$ cat src/rtl/cnn_window_gen.sv
// cnn_window_gen: raster-order sliding-window generator for one input channel.
// Emits every fully-inside KX x KY window (stride 1, no padding) one cycle
// after the pixel that completes it. Output packing is the kernel's
// flattened i_in_fmap bus: element ky*KX+kx sits at bits
// [(idx+1)*I_F_BW-1 : idx*I_F_BW], ky=0 top (oldest) row, kx=0 leftmost.
//
// Ports:
//   clk, reset_n       clock (rising edge), async active-low reset
//   i_soft_reset       synchronous clear of counters/outputs, drops input
//   i_in_valid         i_in_pixel accepted this cycle (no backpressure)
//   i_in_pixel         pixel, row 0 col 0 first
//   o_ot_valid         o_ot_window holds a new window
//   o_ot_window        KX*KY flattened window
//   o_ot_frame_done    pulse alongside the final window of a frame
//
// Assumes KX >= 2 and KY >= 2.

// One window row: KX-1 stored columns plus the incoming column pixel.
module cnn_win_row #(
  parameter int KX = 3,
  parameter int W  = 8
) (
  input  logic                   clk,
  input  logic                   i_shift,
  input  logic [W-1:0]           i_pix,
  output logic [KX-1:0][W-1:0]   o_row
);
  logic [KX-2:0][W-1:0] r_sh;

  // o_row is the window as it will look once i_pix is accepted.
  assign o_row = {i_pix, r_sh};

  always_ff @(posedge clk)
    if (i_shift) r_sh <= o_row[KX-1:1];
endmodule

module cnn_window_gen #(
  parameter int KX     = 3,
  parameter int KY     = 3,
  parameter int I_F_BW = 8,
  parameter int IMG_W  = 8,
  parameter int IMG_H  = 8
) (
  input  logic                       clk,
  input  logic                       reset_n,
  input  logic                       i_soft_reset,
  input  logic                       i_in_valid,
  input  logic [I_F_BW-1:0]          i_in_pixel,
  output logic                       o_ot_valid,
  output logic [KX*KY*I_F_BW-1:0]    o_ot_window,
  output logic                       o_ot_frame_done
);
  localparam int CW = (IMG_W > 1) ? $clog2(IMG_W) : 1;
  localparam int RW = (IMG_H > 1) ? $clog2(IMG_H) : 1;

  logic [CW-1:0]                          r_col;
  logic [RW-1:0]                          r_row;
  logic [I_F_BW-1:0]                      r_lb [KY-1][IMG_W];
  logic                                   r_ot_valid;
  logic                                   r_ot_frame_done;
  logic [KY-1:0][KX-1:0][I_F_BW-1:0]      r_window;

  logic                                   w_accept;
  logic                                   w_last_col;
  logic                                   w_last_row;
  logic                                   w_hit;
  logic [KY-1:0][I_F_BW-1:0]              w_col;
  logic [KY-1:0][KX-1:0][I_F_BW-1:0]      w_win;

  assign w_accept   = i_in_valid & ~i_soft_reset;
  assign w_last_col = (r_col == CW'(IMG_W-1));
  assign w_last_row = (r_row == RW'(IMG_H-1));
  assign w_hit      = w_accept && (r_row >= RW'(KY-1)) && (r_col >= CW'(KX-1));

  // New column, top to bottom: oldest line buffer first, live pixel last.
  genvar ky;
  generate
    for (ky = 0; ky < KY; ky++) begin : g_row
      if (ky < KY-1) begin : g_lb
        assign w_col[ky] = r_lb[KY-2-ky][r_col];
      end else begin : g_live
        assign w_col[ky] = i_in_pixel;
      end
      cnn_win_row #(.KX(KX), .W(I_F_BW)) u_row (
        .clk     (clk),
        .i_shift (w_accept),
        .i_pix   (w_col[ky]),
        .o_row   (w_win[ky])
      );
    end
  endgenerate

  // Line buffers cascade at the current column: lb[0] is the previous row.
  // Reads above see the pre-write contents.
  always_ff @(posedge clk) begin
    if (w_accept) begin
      r_lb[0][r_col] <= i_in_pixel;
      for (int k = 1; k < KY-1; k++)
        r_lb[k][r_col] <= r_lb[k-1][r_col];
    end
  end

  always_ff @(posedge clk or negedge reset_n) begin
    if (!reset_n) begin
      r_col           <= '0;
      r_row           <= '0;
      r_ot_valid      <= 1'b0;
      r_ot_frame_done <= 1'b0;
      r_window        <= '0;
    end else if (i_soft_reset) begin
      r_col           <= '0;
      r_row           <= '0;
      r_ot_valid      <= 1'b0;
      r_ot_frame_done <= 1'b0;
      r_window        <= '0;
    end else begin
      r_ot_valid      <= w_hit;
      r_ot_frame_done <= w_accept && w_last_col && w_last_row;
      if (w_hit) r_window <= w_win;
      if (w_accept) begin
        if (w_last_col) begin
          r_col <= '0;
          r_row <= w_last_row ? '0 : r_row + 1'b1;
        end else begin
          r_col <= r_col + 1'b1;
        end
      end
    end
  end

  assign o_ot_valid      = r_ot_valid;
  assign o_ot_window     = r_window;
  assign o_ot_frame_done = r_ot_frame_done;
endmodule

$ cat config.mk
export PLATFORM = sky130hd
export DESIGN_NAME = cnn_window_gen
export DESIGN_NICKNAME = d
export VERILOG_FILES = /design/src/rtl/cnn_window_gen.sv
export SDC_FILE = /design/constraint.sdc
export NUM_CORES = 1
export LEC_CHECK = 0
export CORE_UTILIZATION = 50
export CTS_CLUSTER_SIZE = 24
export DETAILED_ROUTE_END_ITERATION = 10
export PLACE_DENSITY = 0.71
export SLEW_MARGIN = 20
export SYNTH_ARGS = -nofsm -noshare
export SYNTH_HDL_FRONTEND = slang
export SYNTH_SLANG_ARGS = --single-unit
$ cat constraint.sdc
create_clock -name clk -period 6 [get_ports clk]
set_input_delay 1.8 -clock clk [delete_from_list [all_inputs] [get_ports clk]]
set_output_delay 1.8 -clock clk [all_outputs]
set_load 0.02 [all_outputs]
Word-level counts from Yosys, hierarchy flattened
Memory sizes are Yosys's and may differ from the RTL's.
Index checks and enable logic that the tools add are counted.
{"block": "op_classes", "n_lt_le_gt_ge": 4, "bitwise": 3, "reduce_logical": 9, "n_mux": 21, "n_eq_ne": 2, "addsub": 2}
{"cell": "$mux 72", "n": 2}
{"cell": "$mux 64", "n": 1}
{"cell": "$bmux 8 s3", "n": 2}
{"cell": "$mux 8", "n": 5}
{"cell": "$demux 8 s3", "n": 1}
{"cell": "$mux 3", "n": 7}
{"cell": "$add 3x1->3 const B", "n": 2}
{"cell": "$eq 3x3->1 const B", "n": 2}
{"cell": "$ge 3x2->1 const B", "n": 2}
{"cell": "$reduce_bool 2->1", "n": 3}
{"cell": "$logic_and 1x1->1", "n": 5}
{"cell": "$ge 4x4->1 const B", "n": 1}
{"cell": "$lt 4x1->1 const B", "n": 1}
{"cell": "$not 3->4", "n": 1}
{"cell": "$mux 1", "n": 3}
{"cell": "$reduce_and 2->1", "n": 1}
{"cell": "$and 1x1->1", "n": 1}
{"cell": "$not 1->1", "n": 1}
{"block": "totals", "word_cells": 61, "inputBits": 12, "out_inout_bits": 74, "ram_bits": 128, "regBits": 128, "mem_count": 1}
{"memory": "r_lb", "depth": 2, "width": 64, "rd": 2, "rd_clocked_by_memory_dff": 0, "write_ports": 2, "line_no": "58", "source": "logic [I_F_BW-1:0] r_lb [KY-1][IMG_W];"}

Logic depth before layout (Yosys ltp)
Gate-level depths: netlist of the first run.
{"block": "depth", "depth_word": 6, "ltp_mapped": 10, "depth_no_buf": 7}

Modules after synthesis
From an unflattened synthesis of the first run, not the netlist that was laid out.
{"block": "unflattened", "cells_unflattened": 541, "area_unflattened_um2": 10578.9}
{"mod": "cnn_window_gen", "area_per_inst_um2": 8957.3, "instances": 1, "seq_area_each_um2": 5845.6, "cells_each": 469}
{"mod": "cnn_win_row", "area_per_inst_um2": 540.5, "instances": 3, "seq_area_each_um2": 480.5, "cells_each": 24}

Worst setup path before layout of the first run
OpenSTA, ideal clock, no wires.
{"block": "synth_timing", "path_kind": "input to register", "startpoint": "in i_in_valid", "endpoint": "mem r_lb[0][112] (netlist bit) (enable)", "t_required_ns": 5.591, "setup_time_ns": 0.409, "path_buffers": 1, "arrival_ns": 4.082, "cell_stages": 4, "slack_ns": 1.509, "path_cell_list": "buf_2 and2b_2 nand2_1 nor3_1"}
{"item": "start: declaration", "line_no": "47", "source": "input logic i_in_valid,"}
{"item": "end: declaration", "line_no": "58"}

==> qor.txt, run 1 <==
Status = complete, no violations
Most numerous cell in the Yosys netlist = edfxtp_1
Post-CTS setup buffer count = 0
Die span in x = 142 um
CP Launch Type = primary input
Hold Vio Cnt, Final = 0
CP cell instances = clkdlybuf4s50_1, buf_4, and2b_2, nand2_1, nor2_1, buf_4
Critical Path Max Stage Delay = 0.57 ns
# H-tree levels = 1
Drt wl/cell = 18.8 um
Met3 WL = 1.26 mm
CORE AREA = 19000 um^2
Hold WS = 0.441 ns
Vias = 5784
FF-to-FF setup slack = 3.12 ns
Vias/cell = 5.50
Port Buffer Count = 85
Drt initial violations = 510
Remaining global-route overflow = 0
DRC = 0
Post-CTS Hold Fix Bufs = 0
Post-DRT Antenna Nets = 0
Sw Share = 21.6%
Share of layout cells above drive strength 1 = 10.1%
Slew @ Worst Pin = 1.05 ns
Crit path time final = 3.83 ns
Vias in the first global route = 5644
Clk network pwr share = 41.5%
CTS Buffer Depth = 3
Synth cell types = 39
Slowest-stage cell, CP = nor2_1
Max Used Layer = met4
Combinational Power Share = 5.7%
Worst min-delay path endpoint = g_row[0].u_row.o_row[1]$_DFFE_PP_
Wire length on met1 = 8.75 mm
Clock latency at the later pin of the worst-skew pair = 0.52 ns
Worst VDD drop = 211 uV
Top-area cell type share of the netlist area = 53.7%
Setup CP Type = primary input to register
Rel. slew slack = 29.7%
LEAKAGE = 0.00434 uW
Arrival @ worst endpoint = 4.03 ns
I/O pins = 86
Hold WC Path Type = register to register
Asr flop ratio synth = 31.3%
Num Clock Sinks = 256
Clk slew on worst S/H paths = 0.06 ns
Seq pwr share = 52.9%
Worst-path fanout max = 21
Max cap viols = 0
Clk_skew = 0.0173 ns
Fin crit share = 63.8%
Commonest register cell after synthesis = edfxtp_1
WL met2 = 9.51 mm
CP Capture Type = register
Largest net degree at the start of global routing = 117
First-pass GRT wire length = 31.0 mm
TNS Setup = 0 ns
GRT Total Usage = 19.9%
Cells after synthesis = 688
Hold depth = 0
Cell taking the most area after synthesis = edfxtp_1
Num CTS Buffers = 25
Post-synth EDFFs = 176
R2r worst-path depth = 5
Fill count = 1442
CP Data Required Time = 6.21 ns
Most frequent cells after synthesis = edfxtp_1 (176), nand2_1 (123), dfrtp_1 (80)
Top cells by area, synth = edfxtp_1 (54%), dfrtp_1 (20%), nand2_1 (4.7%)
Initial cell density of the core = 51.7%
HP Start = g_row[0].u_row.o_row[9]$_DFFE_PP_
Pre-Repair DR Iteration Count = 5
Detailed Place HPWL = 12.1 mm
Cell Area, Synth = 9840 um^2
RSZ-0062 raised after global routing = no
Critical path's most frequent cell = buf_4
Slew Limit Fails = 0
Final wirelength = 19.8 mm
Root Buffer Master = clkbuf_16
#FFs+latches synth = 256
GPL Wtd Cong = 0.800
Register area share after synthesis = 74.0%
Syn_area_per_cell = 14.3 um^2
Post-Synthesis Net Count = 706
FP Rows = 50
NetSw = 805 uW
Final setup violation count = 0
Yosys Warn Count = 0
CTS tree = yes
CTS-repair resized insts = 0
Internal = 2920 uW
Worst reg2reg path endpoint = r_lb[0][78]$_DFFE_PP_
Die height = 142 um
Initial antenna violation count = 0
FF-to-FF Start = r_col[2]$_DFFE_PN0P_
Antenna diodes = 0
Nets = 790
PwrDens = 318 nW/um^2
FMAX = 261 MHz
P&R area growth vs syn = 19.1%
Die ar. = 20200 um^2
Core Util, Final = 61.6%
## through the flow
stage	power, uW	setup slack, ns	area (um^2)	cells
CTS	3750	2.17	11700	1051
detailed placement	2220	1.64	10900	1005
finish	3720	2.17	11700	1051
global route	3840	1.98	11700	1051
floorplan	2130	1.51	9840	688
global placement	2210	1.66	10900	1005
## power groups by stage
| stage | combinational, uW | clock [uW] | sequential, uW |
|---|---|---|---|
| 2_1_floorplan | 126 | 0 | 2000 |
| 4_1_cts | 213 | 1570 | 1970 |
| 3_3_place_gp | 204 | 0 | 2000 |
| 6_report | 212 | 1540 | 1970 |
| 3_5_place_dp | 212 | 0 | 2000 |
| 5_1_grt | 231 | 1630 | 1970 |
## cell type report
class	instances	area (um^2)	area share, %
flip-flops and latches	256	7290	62.2
well taps	260	325	2.78
clock buffers	28	637	5.43
repair buffers	100	961	8.20
multi-input cells	373	2260	19.3
inverters	16	62.6	0.534
clock inverters	18	188	1.60
## critical path, delay by kind of cell
family / cells / cell delay (ns)
AND/OR/NAND/NOR: 3 / 1.27
buffers and inverters: 3 / 0.96
## state kept, by name, summed over array words and instances (netlist names)
register and flops:
g_row.u_row.o_row 48, r_col 3, r_lb 128, o_ot_window 72, r_row 3, o_ot_frame_done 1, o_ot_valid 1
## placed cells by master, fill, tap and decap left out, types with 2 or more instances in the layout
cell type,synthesis,routed
and3_1,4,4
bufinv_16,0,3
clkdlybuf4s50_1,0,84
edfxtp_1,176,176
o21ai_1,32,32
clkinv_4,0,3
or2_2,12,12
dfrtp_1,80,78
clkinvlp_4,0,2
nand2b_1,5,5
clkbuf_1,16,3
mux2i_1,35,35
o21ai_0,23,23
a211oi_1,15,15
a21oi_1,33,33
o32a_1,12,12
o32ai_1,3,3
a21o_1,15,15
nor3_2,0,2
nor2_1,13,13
inv_1,14,14
a311o_1,2,2
nand3_1,2,2
nand2_1,123,123
ha_1,6,6
clkbuf_16,0,25
clkinv_2,0,5
a22oi_1,13,13
xnor2_1,2,2
clkinv_1,0,3
o31a_1,12,12
dfrtp_2,0,2
buf_4,2,16
## logic make-up (layout without fill, tap and decap cells)
kind of cell	after synthesis	count (layout)	share of synthesized area [%]
compound gates	164	164	11.1
simple gates	165	165	7.06
mux	36	36	3.79
buf+inv	59	162	3.09
xor+xnor	2	2	0.178
fa+ha+maj	6	6	0.763
flops	256	256	74.0
## metal layers
layer  up-vias  global-route usage, %
li1       2687                      -
met1      2868                   28.9
met2       199                   32.0
met3        30                   2.83
met4         0                   4.81
met5         -                      0
## worst max path at each step
stage | startpoint | endpoint | slack [ns] | cells past startpoint
2_1_floorplan | i_in_valid | r_lb[0][112]$_DFFE_PP_ | 1.51 | 4
5_1_grt | i_soft_reset | o_ot_window[48]$_DFFE_PN0P_ | 1.98 | 6
4_1_cts | i_soft_reset | r_lb[0][90]$_DFFE_PP_ | 2.17 | 6
3_3_place_gp | i_soft_reset | r_lb[0][30]$_DFFE_PP_ | 1.66 | 6
3_5_place_dp | i_soft_reset | r_lb[0][30]$_DFFE_PP_ | 1.64 | 6
6_report | i_soft_reset | r_lb[0][90]$_DFFE_PP_ | 2.17 | 6
(Power assumes the default switching activity.)
==> run 2, diff against run 1 <==
==> constraint.sdc (replaced) <==
create_clock -name clk -period 4 [get_ports clk]
set_input_delay 1.2 -clock clk [delete_from_list [all_inputs] [get_ports clk]]
set_output_delay 1.2 -clock clk [all_outputs]
set_load 0.02 [all_outputs]
==> run 2 against run 1 <==
Effect of this change: sequential power up 51%; register-to-register slack got worse by 1.8 ns; power up 48%; cell area increased by 0.41%; highest routed layer unchanged; largest cell class unchanged; non-clock buffer count grew 8; critical path type unchanged; die area stayed put; count of clock-buffer cells in the layout increased by 9.
==> qor.txt, run 2 (synthesis results as in run 1) <==
Largest net degree at the start of global routing = 81 (was 117)
Num CTS Buffers = 25 (unchanged)
Fin crit share = 68.5%
Worst min-delay path endpoint = g_row[2].u_row.o_row[2]$_DFFE_PP_ (was g_row[0].u_row.o_row[1]$_DFFE_PP_)
FF-to-FF setup slack = 1.37 ns (was 3.12 ns)
CTS-repair resized insts = 0 (unchanged)
Nets = 798 (was 790)
Die height = 142 um (unchanged)
Initial cell density of the core = 51.7% (unchanged)
Setup CP Type = primary input to register (unchanged)
Post-DRT Antenna Nets = 0 (unchanged)
Die ar. = 20200 um^2 (unchanged)
FMAX = 365 MHz
CTS tree = yes (unchanged)
CP Launch Type = primary input (unchanged)
Die span in x = 142 um (unchanged)
Drt initial violations = 421 (was 510)
Clk slew on worst S/H paths = 0.06 ns (about the same)
Hold Vio Cnt, Final = 0 (unchanged)
Root Buffer Master = clkbuf_16 (unchanged)
Sequential cell area = 7290 um^2 (unchanged)
Vias = 5823 (was 5784)
RSZ-0062 raised after global routing = no (unchanged)
Clk_skew = 0.0104 ns (was 0.0173 ns)
# H-tree levels = 1 (unchanged)
Rel. slew slack = 49.4% (was 29.7%)
Initial antenna violation count = 0 (unchanged)
P&R area growth vs syn = 19.6% (was 19.1%)
Final wirelength = 20.0 mm (was 19.8 mm)
Hold WC Path Type = register to register (unchanged)
Core Util, Final = 61.9% (was 61.6%)
R2r worst-path depth = 8 (was 5)
Slew Limit Fails = 0 (unchanged)
Post-CTS setup buffer count = 0 (unchanged)
CORE AREA = 19000 um^2 (unchanged)
Multi-input logic area = 2260 um^2 (about the same)
Crit path time final = 2.74 ns
CP Data Required Time = 4.45 ns (was 6.21 ns)
Vias/cell = 5.51 (was 5.50)
Post-Place Setup Slack = 0.745 ns (was 1.64 ns)
Hold depth = 0 (unchanged)
HP Start = g_row[2].u_row.o_row[10]$_DFFE_PP_ (was g_row[0].u_row.o_row[9]$_DFFE_PP_)
Worst-path fanout max = 42 (was 21)
Antenna diodes = 0 (unchanged)
Share of layout cells above drive strength 1 = 10.3% (was 10.1%)
LEAKAGE = 0.00438 uW (was 0.00434 uW)
GRT Total Usage = 20.3% (was 19.9%)
Most frequent cells in the layout = edfxtp_1 (176), nand2_1 (123), clkdlybuf4s50_1 (84), dfrtp_1 (78), mux2i_1 (35) (unchanged)
Setup ws final = 1.26 ns (was 2.17 ns)
FF-to-FF Start = r_col[0]$_DFFE_PN0P_ (was r_col[2]$_DFFE_PN0P_)
Clock latency at the later pin of the worst-skew pair = 0.51 ns (was 0.52 ns)
Final setup violation count = 0 (unchanged)
Final std cells w/o fill = 1057 (was 1051)
Vias in the first global route = 5709 (was 5644)
First-pass GRT wire length = 31.5 mm (was 31.0 mm)
Port Buffer Count = 85 (unchanged)
CP Capture Type = register (unchanged)
Worst VDD drop = 328 uV (was 211 uV)
Fill count = 1397 (was 1442)
Max FFs per register = 128 (unchanged)
Placed Cells incl. Taps = 1013 (was 1005)
Worst reg2reg path endpoint = o_ot_window[43]$_DFFE_PN0P_ (was r_lb[0][78]$_DFFE_PP_)
PwrDens = 470 nW/um^2 (was 318 nW/um^2)
Detailed Place HPWL = 12.5 mm (was 12.1 mm)
Status = complete, no violations (unchanged)
TNS Setup = 0 ns (unchanged)
Pre-Repair DR Iteration Count = 5 (unchanged)
I/O pins = 86 (unchanged)
Num Clock Sinks = 256 (unchanged)
GPL Wtd Cong = 0.794 (was 0.800)
FP Rows = 50 (unchanged)
Max cap viols = 0 (unchanged)
CTS Buffer Depth = 3 (unchanged)
Post-CTS Hold Fix Bufs = 0 (unchanged)
Remaining global-route overflow = 0 (unchanged)
Commonest non-fill, non-tap cell in the layout = edfxtp_1 (unchanged)
Arrival @ worst endpoint = 3.19 ns (was 4.03 ns)
Drt wl/cell = 18.9 um (was 18.8 um)
Slew @ Worst Pin = 0.760 ns (was 1.05 ns)
Top reg by flops = r_lb (unchanged)
DRC = 0 (unchanged)
## run 2: worst max-delay path by stage
stage                                  endpoint  depth (start not counted)        from  slack (ns)
floorplan                r_lb[0][112]$_DFFE_PP_                          4  i_in_valid        0.11
finish              o_ot_window[43]$_DFFE_PN0P_                          7  i_in_valid        1.26
global placement    o_ot_window[43]$_DFFE_PN0P_                          7  i_in_valid        0.81
CTS                 o_ot_window[43]$_DFFE_PN0P_                          7  i_in_valid        1.25
global route        o_ot_window[43]$_DFFE_PN0P_                          7  i_in_valid        1.11
detailed placement  o_ot_window[44]$_DFFE_PN0P_                          7  i_in_valid        0.74
## run 2: power by group
group / internal [uW] / leakage (uW) / switching (uW)
registers: 2940 / 0.00272 / 35.5
clock network: 1320 / 0.000382 / 930
logic: 93.6 / 0.00127 / 209
total: 4350 / 0.00438 / 1170
## run 2: cell type report
| class | count | area share (%) |
|---|---|---|
| clock buffers | 37 | 5.87 |
| clock inverters | 7 | 0.765 |
| inverters | 16 | 0.532 |
| well taps | 260 | 2.76 |
| flip-flops and latches | 256 | 61.9 |
| multi-input cells | 373 | 19.2 |
| repair buffers | 108 | 8.92 |
## run 2: worst max-delay path, stage by stage
cell and delay [ns]:
clkdlybuf4s50_1 0.66, and2b_2 0.28, o311ai_4 0.14, inv_4 0.34
buf_4 0.31, a21o_1 0.12, o31a_1 0.13
## run 2: per-stage QoR
| step | total power [uW] | hold WS [ns] | cell area, um^2 |
|---|---|---|---|
| final | 5530 | 0.448 | 11800 |
| after global routing | 5700 | 0.451 | 11800 |
| after CTS | 5560 | 0.447 | 11800 |
| after detailed placement | 3330 | 0.435 | 11000 |
| after global placement | 3310 | 0.432 | 11000 |
| after floorplan | 3190 | 0.426 | 9840 |
## run 2: per-layer routing
metal / vias up / share of wire, % / track usage (%)
met5: - / 0 / 0
met4: 0 / 1.8 / 5.38
met3: 30 / 5.9 / 3.03
met2: 204 / 48 / 33.0
li1: 2695 / - / -
met1: 2894 / 44 / 28.7
